--- config.mk ---
export PLATFORM = sky130hd
export DESIGN_NAME = lorenz_sampler
export DESIGN_NICKNAME = d
export VERILOG_FILES = /design/src/rtl/lorenz_sampler.sv
export SDC_FILE = /design/constraint.sdc
export NUM_CORES = 1
export LEC_CHECK = 0
export BUFFER_PORTS_ARGS = -buffer_cell sky130_fd_sc_hd__buf_2
export CORE_ASPECT_RATIO = 1.4
export CORE_MARGIN = 2
export CORE_UTILIZATION = 24
export CTS_BUF_LIST = sky130_fd_sc_hd__clkbuf_16
export DETAILED_ROUTE_END_ITERATION = 8
export PLACE_DENSITY = 0.36
export SLEW_MARGIN = 20
export SYNTH_ARGS = -nofsm -noshare
export SYNTH_HDL_FRONTEND = slang
export SYNTH_SLANG_ARGS = --single-unit
export TNS_END_PERCENT = 30
--- constraint.sdc ---
create_clock -name clk -period 7.6 [get_ports clk]
set_input_delay 0.76 -clock clk [delete_from_list [all_inputs] [get_ports clk]]
set_output_delay 0.76 -clock clk [all_outputs]
set_load 0.01 [all_outputs]
--- src/rtl/lorenz_sampler.sv ---
// lorenz_sampler: decimates the Lorenz integrator x/y/z state stream, narrows
// each 64-bit fixed-point word to a saturated OUT_W-bit word, and buffers the
// triples in a show-ahead FIFO behind a valid/ready interface.
//
// Ports:
//   clk, reset            clock; synchronous active-low reset
//   x_in, y_in, z_in      integrator state words (SIZE bits, PNT fractional)
//   run                   integrator stepping; low holds the decimation count at 0
//   decim                 capture one sample every decim+1 cycles
//   clr                   clears overflow and drop_cnt (wins over a same-cycle drop)
//   out_valid/out_ready   FIFO head handshake
//   out_x, out_y, out_z   head sample (OUT_W bits, OUT_FRAC fractional)
//   level                 registered FIFO occupancy
//   overflow, drop_cnt    sticky drop flag and saturating drop counter
//   out_ts                strobe-cycle step count (only with LORENZ_SAMPLER_TS_EN)
//
// Optional feature macro: LORENZ_SAMPLER_TS_EN adds a 32-bit step counter whose
// value on each strobe cycle travels with the sample and appears on out_ts.
module lorenz_sampler #(
  parameter int unsigned SIZE     = 64,
  parameter int unsigned PNT      = 48,
  parameter int unsigned OUT_W    = 16,
  parameter int unsigned OUT_FRAC = 8,
  parameter int unsigned DEPTH    = 16,
  parameter int unsigned DIV_W    = 16
) (
  input  logic                     clk,
  input  logic                     reset,
  input  logic [SIZE-1:0]          x_in,
  input  logic [SIZE-1:0]          y_in,
  input  logic [SIZE-1:0]          z_in,
  input  logic                     run,
  input  logic [DIV_W-1:0]         decim,
  input  logic                     clr,
  output logic                     out_valid,
  input  logic                     out_ready,
  output logic [OUT_W-1:0]         out_x,
  output logic [OUT_W-1:0]         out_y,
  output logic [OUT_W-1:0]         out_z,
  output logic [$clog2(DEPTH):0]   level,
  output logic                     overflow,
`ifdef LORENZ_SAMPLER_TS_EN
  output logic [31:0]              out_ts,
`endif
  output logic [15:0]              drop_cnt
);

  localparam int unsigned AW    = $clog2(DEPTH);
  localparam int unsigned SHIFT = PNT - OUT_FRAC;
`ifdef LORENZ_SAMPLER_TS_EN
  localparam int unsigned ENTRY_W = 3 * OUT_W + 32;
`else
  localparam int unsigned ENTRY_W = 3 * OUT_W;
`endif

  // Arithmetic shift (floor) then saturate to the signed OUT_W range.
  function automatic logic [OUT_W-1:0] narrow(input logic [SIZE-1:0] v);
    logic [SIZE-1:0] s;
    s = SIZE'($signed(v) >>> SHIFT);
    if ((&s[SIZE-1:OUT_W-1]) || !(|s[SIZE-1:OUT_W-1]))
      narrow = s[OUT_W-1:0];
    else if (s[SIZE-1])
      narrow = {1'b1, {(OUT_W-1){1'b0}}};
    else
      narrow = {1'b0, {(OUT_W-1){1'b1}}};
  endfunction

  logic [DIV_W-1:0]   cnt_q, cnt_d;
  logic               cap_vld_q, cap_vld_d;
  logic [ENTRY_W-1:0] cap_data_q, cap_data_d;
  logic [AW:0]        wr_ptr_q, wr_ptr_d;
  logic [AW:0]        rd_ptr_q, rd_ptr_d;
  logic               out_valid_q, out_valid_d;
  logic [AW:0]        level_q, level_d;
  logic [ENTRY_W-1:0] head_q, head_d;
  logic               overflow_q, overflow_d;
  logic [15:0]        drop_cnt_q, drop_cnt_d;
  logic [ENTRY_W-1:0] mem_q [DEPTH];
`ifdef LORENZ_SAMPLER_TS_EN
  logic [31:0]        ts_q, ts_d;
`endif

  logic        strobe_c, pop_c, full_c, wr_en_c, drop_c;
  logic [AW:0] count_c;

  // Next-state logic for decimation, capture stage, FIFO control and status.
  always_comb begin
    cnt_d       = cnt_q;
    cap_vld_d   = 1'b0;
    cap_data_d  = cap_data_q;
    wr_ptr_d    = wr_ptr_q;
    rd_ptr_d    = rd_ptr_q;
    head_d      = head_q;
    overflow_d  = overflow_q;
    drop_cnt_d  = drop_cnt_q;
`ifdef LORENZ_SAMPLER_TS_EN
    ts_d        = run ? ts_q + 32'd1 : ts_q;
`endif

    strobe_c = run && (cnt_q == decim);
    if (!run)
      cnt_d = '0;
    else if (strobe_c)
      cnt_d = '0;
    else
      cnt_d = cnt_q + DIV_W'(1);

    if (strobe_c) begin
      cap_vld_d = 1'b1;
`ifdef LORENZ_SAMPLER_TS_EN
      cap_data_d = {ts_q, narrow(x_in), narrow(y_in), narrow(z_in)};
`else
      cap_data_d = {narrow(x_in), narrow(y_in), narrow(z_in)};
`endif
    end

    // Pop only on a valid head; a full FIFO still accepts a push alongside a pop.
    count_c = wr_ptr_q - rd_ptr_q;
    full_c  = (count_c == (AW+1)'(DEPTH));
    pop_c   = out_valid_q && out_ready;
    wr_en_c = cap_vld_q && (!full_c || pop_c);
    drop_c  = cap_vld_q && full_c && !pop_c;

    rd_ptr_d    = rd_ptr_q + (AW+1)'(pop_c);
    wr_ptr_d    = wr_ptr_q + (AW+1)'(wr_en_c);
    level_d     = wr_ptr_d - rd_ptr_d;
    out_valid_d = (level_d != '0);

    // Registered show-ahead head; a push into an emptying slot forwards directly.
    if (level_d != '0) begin
      if (wr_en_c && (wr_ptr_q[AW-1:0] == rd_ptr_d[AW-1:0]))
        head_d = cap_data_q;
      else
        head_d = mem_q[rd_ptr_d[AW-1:0]];
    end

    if (clr) begin
      overflow_d = 1'b0;
      drop_cnt_d = '0;
    end else if (drop_c) begin
      overflow_d = 1'b1;
      if (drop_cnt_q != 16'hFFFF)
        drop_cnt_d = drop_cnt_q + 16'd1;
    end
  end

  // State registers.
  always_ff @(posedge clk) begin
    if (!reset) begin
      cnt_q       <= '0;
      cap_vld_q   <= 1'b0;
      cap_data_q  <= '0;
      wr_ptr_q    <= '0;
      rd_ptr_q    <= '0;
      out_valid_q <= 1'b0;
      level_q     <= '0;
      head_q      <= '0;
      overflow_q  <= 1'b0;
      drop_cnt_q  <= '0;
`ifdef LORENZ_SAMPLER_TS_EN
      ts_q        <= '0;
`endif
    end else begin
      cnt_q       <= cnt_d;
      cap_vld_q   <= cap_vld_d;
      cap_data_q  <= cap_data_d;
      wr_ptr_q    <= wr_ptr_d;
      rd_ptr_q    <= rd_ptr_d;
      out_valid_q <= out_valid_d;
      level_q     <= level_d;
      head_q      <= head_d;
      overflow_q  <= overflow_d;
      drop_cnt_q  <= drop_cnt_d;
`ifdef LORENZ_SAMPLER_TS_EN
      ts_q        <= ts_d;
`endif
    end
  end

  // FIFO storage; contents are don't-care once reset clears the pointers.
  always_ff @(posedge clk) begin
    if (wr_en_c)
      mem_q[wr_ptr_q[AW-1:0]] <= cap_data_q;
  end

  assign out_valid = out_valid_q;
  assign out_x     = head_q[3*OUT_W-1:2*OUT_W];
  assign out_y     = head_q[2*OUT_W-1:OUT_W];
  assign out_z     = head_q[OUT_W-1:0];
  assign level     = level_q;
  assign overflow  = overflow_q;
  assign drop_cnt  = drop_cnt_q;
`ifdef LORENZ_SAMPLER_TS_EN
  assign out_ts    = head_q[ENTRY_W-1:3*OUT_W];
`endif

endmodule

## Yosys cells after proc, flatten, opt, wreduce, memory -nomap -nowiden

Memories as Yosys holds them, arrays and structs flattened. A register that Yosys moved wholly into a read port is not among the register bits.
Cells that the tools add are included.

- Word-level logic and storage cells: 55
- Bits in writable memories: 768
- Bits in read-only memories: 0
- Memories kept: 1
- Register bits: 98
- Bits in latches: 0
- Output and inout port bits: 71

- Div/mod/pow operators: 0
- Bitwise gates (word level): 2
- Multipliers: 0
- Equal/unequal tests: 3
- Reduce and logical (&&, ||, !) cells: 25
- $add $sub $neg: 6
- Muxes and demuxes: 9
- Shift-type cells: 0
- Order comparisons: 0

Memories:

| memory | depth | width | read ports | clocked after memory_dff | wr ports | line | RTL |
|---|---|---|---|---|---|---|---|
| mem_q | 16 | 48 | 1 | 1 | 1 | 78 | `logic [ENTRY_W-1:0] mem_q [DEPTH];` |

Operators with widths:

| kind | count |
|---|---|
| two-way mux 16 bit | 6 |
| adder 16 x 1 -> 16 bit (second input constant) | 2 |
| AND reduction 9 bit | 3 |
| OR reduction 9 bit | 3 |
| equality test 16 bit | 1 |
| inequality test 16 bit (second input constant) | 1 |
| adder 5 x 1 -> 5 bit | 2 |
| subtractor 5 bit | 2 |
| logical NOT 1 bit | 6 |
| equality test 5 bit (second input constant) | 1 |
| logical AND 1 bit | 5 |
| nonzero test 5 bit | 1 |
| logical OR 1 bit | 4 |
| two-way mux 1 bit | 3 |
| OR reduction 3 bit | 1 |
| inverter 1 bit | 2 |
| AND reduction 2 bit | 1 |
| OR reduction 2 bit | 1 |

## Depth between registers and ports, before layout

- Depth in word-level cells: 8
- Gate-level depth with buffers: 20

## Least setup slack after synthesis

OpenSTA, ideal clock, no wires.

- Path kind: reg2reg
- From: register wr_ptr_q[0]
- To: memory mem_q[0][0] in the netlist's numbering, enable pin
- Slack: 2.058 ns
- Buffers on the path: 1
- Data required time: 7.087 ns
- Arrival time: 5.029 ns
- Setup time: 0.513 ns
- Stages on the path, launching flop included: 9
- Cells stage by stage: dfxtp_1 -> inv_1 -> ha_1 -> nor3b_1 -> xnor2_1 -> nor4_4 -> buf_4 -> or4_1 -> nor3_1

- Word-level cells in the longest chain between the ends: 7

RTL lines:

| what | line | RTL |
|---|---|---|
| start: declaration | 71 | `logic [AW:0] wr_ptr_q, wr_ptr_d;` |
| start signal: assignment | 167 | `wr_ptr_q <= wr_ptr_d;` |
| subtractor 5 bit | 118 | `count_c = wr_ptr_q - rd_ptr_q;` |
| equality test 5 bit | 119 | `full_c = (count_c == (AW+1)'(DEPTH));` |
| logical NOT 1 bit | 121 | `wr_en_c = cap_vld_q && (!full_c \|\| pop_c);` |
| logical OR 1 bit | 121 |  |
| logical AND 1 bit | 121 |  |
| two-way mux 1 bit | 182 | `if (wr_en_c)` |
| two-way mux 1 bit (not written as such) | 183 | `mem_q[wr_ptr_q[AW-1:0]] <= cap_data_q;` |
| end: declaration | 78 |  |

Several ways; a longest one is shown, not always the timed one.

## Final worst setup path

- From: register wr_ptr_q[3]
- To: register head_q[17] (read register of mem_q)

- Word-level cells in the longest chain between the ends: 8

RTL lines:

| what | line | RTL |
|---|---|---|
| subtractor 5 bit | 118 |  |
| equality test 5 bit | 119 |  |
| logical NOT 1 bit | 121 |  |
| logical OR 1 bit | 121 |  |
| logical AND 1 bit | 121 |  |
| adder 5 x 1 -> 5 bit | 125 | `wr_ptr_d = wr_ptr_q + (AW+1)'(wr_en_c);` |
| via wr_ptr_d[0] | 71 |  |
| subtractor 5 bit | 126 | `level_d = wr_ptr_d - rd_ptr_d;` |
| nonzero test 5 bit | 130 | `if (level_d != '0) begin` |
| end: declaration | 75 | `logic [ENTRY_W-1:0] head_q, head_d;` |

The timed path passes the listed nets, and every way through them passes these cells.
A chain may end at the register's enable or synchronous reset.

==> impl_metrics.csv <==
group,metric,value,unit
timing,hold_violations,0,
timing,rsz0062_at_grt,"false",
timing,skew,0.0375,ns
synth,muxShareOfSynthArea,10.6,%
placed_design,portBuffers,163,
grt,gr-total-overflow,0,
job,drv_cap,0,
synth,synthArstFlopShare,0,%
grt,grt_use_total,14.4,%
final_layout,finalNetCount,2604,
synth,synth_top_family_by_area,"multiplexers",
setup_path,reg2reg_from,"wr_ptr_q[3]",
synth,synth_xor_area_share,1.34,%
synth,synth.avg_cell_area,16.2,um^2
synth,synth_warnings,0,
synth,yosys.area.top_type,"edfxtp_1",
setup_path,cp-end-kind,"register",
clock_network,cts_buffers,99,
floorplanning,io_pins,284,
pwr,powerDensity,264,mW/mm^2
placed_design,hpwl,58400,um
floorplanning,core_area,0.148,mm^2
clock_network,cts_resized,0,
clock_network,cts_buffer_depth,3,
setup_path,reg2reg_depth,17,
setup_path,worstPathMaxFanout,49,
synth,synth-adder-area-share,0.547,%
setup_path,critPathLaunchType,"register",
setup_path,required,8.21,ns
routing,drt_first_pass_iters,7,
setup_path,worstSetupPathType,"register to register",
clock_network,cts_sinks,914,
routing,wl_per_cell,24.9,um
grt,grt_pass1_vias,21700,
clock_network,clock_latency,0.70,ns
routing,wirelength,110000,um
timing,post-route-period-util,72.7,%
timing,setup_viol,0,
synth,post-synth-top-count-cell,"edfxtp_1",
synth,yosys-top-cells-area,"edfxtp_1 65%, mux4_2 8.5%, dfxtp_1 8.2%",
outcome,outcome,"finished clean",
floorplanning,die_y,460,um
synth,syn-num-nets,2437,
timing,fmax,0.181,GHz
grt,grt_max_degree,126,
synth,synthCells,2209,
routing,vias,20600,
floorplanning,num_rows,167,
clock_network,htreeDepth,3,
placed_design,gp_congestion,0.723,
grt,antenna_found_initial,4,
synth,synth_compound_area_share,6.12,%
setup_path,worstSetupStartpoint,"wr_ptr_q[3]",
synth,synthDominantCellAreaShare,64.6,%
hold_path,hp-class,"input port to register",
synth,ys_seq_area_share,72.8,%
synth,synth-simple-area-share,6.69,%
final_layout,area_growth,17.8,%
clock_network,clockRootBuffer,"clkbuf_16",
timing,finalMaxSlewViolations,0,
routing,vias_per_cell,4.68,
setup_path,arrival,6.14,ns
synth,synth-edff-count,768,
setup_path,r2r_slack,2.07,ns
clock_network,post_cts_buffers,0,
routing,drc,0,
synth,syn_area,0.0357,mm^2
floorplanning,floorplan.initialDensity,24.2,%
routing,drtIter0Drc,1376,
timing,relSlewSlack,28.7,%
floorplanning,dieWidth,330,um
pwr,power_leakage,13.4,nW
synth,synth.ff_latch_count,914,
timing,fin_tns_setup,0,ns
synth,synthFlopType,"edfxtp_1",
setup_path,rr_endpoint,"head_q[17]",
timing,worst_pin_slew,1.07,ns
pwr,power.total,11.1,mW
final_layout,layout-drive-gt1-share,21.3,%
synth,synth_cell_types,46,
grt,grt_pass1_wl,156000,um
clock_network,path_clk_slew,0.06,ns
clock_network,tritoncts,"done",
timing,finalCriticalPeriod,5.53,ns
routing,drtAntennaViolNets,0,
pwr,ir_worst_vdd,0.152,mV
floorplanning,die_area,0.152,mm^2
synth,synthTopCellsByCount,"768 x edfxtp_1, 280 x nand2_1, 146 x dfxtp_1, 135 x mux4_2, 105 x nor2_1",
setup_path,crit_path_end,"head_q[17]",
clock_network,hold_buffers,0,
state kept, by name, summed over array words and instances, names as in the netlist:
signal	cells
cap_data_q	48
mem_q	768
cnt_q	16
drop_cnt	16
cap_vld_q	1
wr_ptr_q	5
out_valid	1
rd_ptr_q	5
level	5
overflow	1
head_q	48
report_power, final:
part / switching (mW) / internal, mW
combinational: 0.657 / 0.378
sequential: 0.0431 / 5.41
clock: 2.04 / 2.57
worst max-delay path, cell delays in order (launching register included):
cell and delay [ns]:
dfxtp_1 0.67, ha_1 0.36, nor2_1 0.15, xnor2_1 0.12, nor4_4 0.25, buf_4 0.26
nor2_1 0.10, ha_1 0.30, inv_1 0.09, ha_1 0.17, inv_1 0.06, fa_1 0.46
xor2_1 0.20, nor3b_1 0.39, nand3_4 0.71, buf_4 0.64, or2_2 0.38, o211ai_1 0.09
per-layer routing:
layer | global-route usage, % | wire length [um]
met1 | 19.2 | 48800
met4 | 4.02 | 1980
met3 | 2.30 | 5610
met5 | 0 | 0
met2 | 24.2 | 53400
cells by family after synthesis:
family / after synthesis
compound gates: 304
xor+xnor: 53
fa+ha+maj: 15
buf+inv: 170
flops: 914
mux: 209
simple gates: 544
worst min path at each step:
stage | start | endpoint | depth (start not counted)
after floorplan | cnt_q[0] | cnt_q[0] | 1
after global placement | cnt_q[0] | cnt_q[0] | 1
after detailed placement | drop_cnt[8] | drop_cnt[8] | 2
after CTS | run | cap_vld_q | 3
after global routing | run | cap_vld_q | 3
final | run | cap_vld_q | 3
cell usage in the layout (no fill, tap or decap), drive strengths merged, types with 8 or more instances in the layout:
| cell | n |
|---|---|
| and2 | 9 |
| clkbuf | 100 |
| mux4 | 135 |
| and3 | 8 |
| a32oi | 70 |
| nor3 | 9 |
| buf | 211 |
| xnor2 | 19 |
| nand4 | 11 |
| o21ai | 54 |
| o221ai | 43 |
| nand2 | 280 |
| xor2 | 33 |
| or3 | 10 |
| or2 | 8 |
| inv | 65 |
| nor2 | 105 |
| ha | 14 |
| a21oi | 48 |
| nand3 | 75 |
| a31oi | 36 |
| clkinv | 39 |
| dfxtp | 146 |
| edfxtp | 768 |
| nor4 | 12 |
| mux2i | 74 |
| a311oi | 45 |
area by class of cell:
class	instances	area [um^2]
well taps	1943	2430
fillers	14800	106000
flip-flops and latches	914	26000
clock buffers	100	2500
repair buffers	211	1190
inverters	25	96.3
clock inverters	86	584
multi-input cells	1125	9270
diodes	2	5.00
metrics by stage:
step           utilization (%)  hold slack (ns)  setup slack (ns)  area [um^2]  instances
3_5_place_dp              26.4            0.497              1.78        39000       4218
3_3_place_gp              26.4            0.474              1.76        39000       4218
6_report                  28.5            0.337              2.07        42100       4406
2_1_floorplan                -            0.451              2.06        35700       2209
5_1_grt                   28.5            0.335              1.66        42100       4405
4_1_cts                   28.5            0.267              2.03        42000       4404
(Power assumes the default switching activity.)
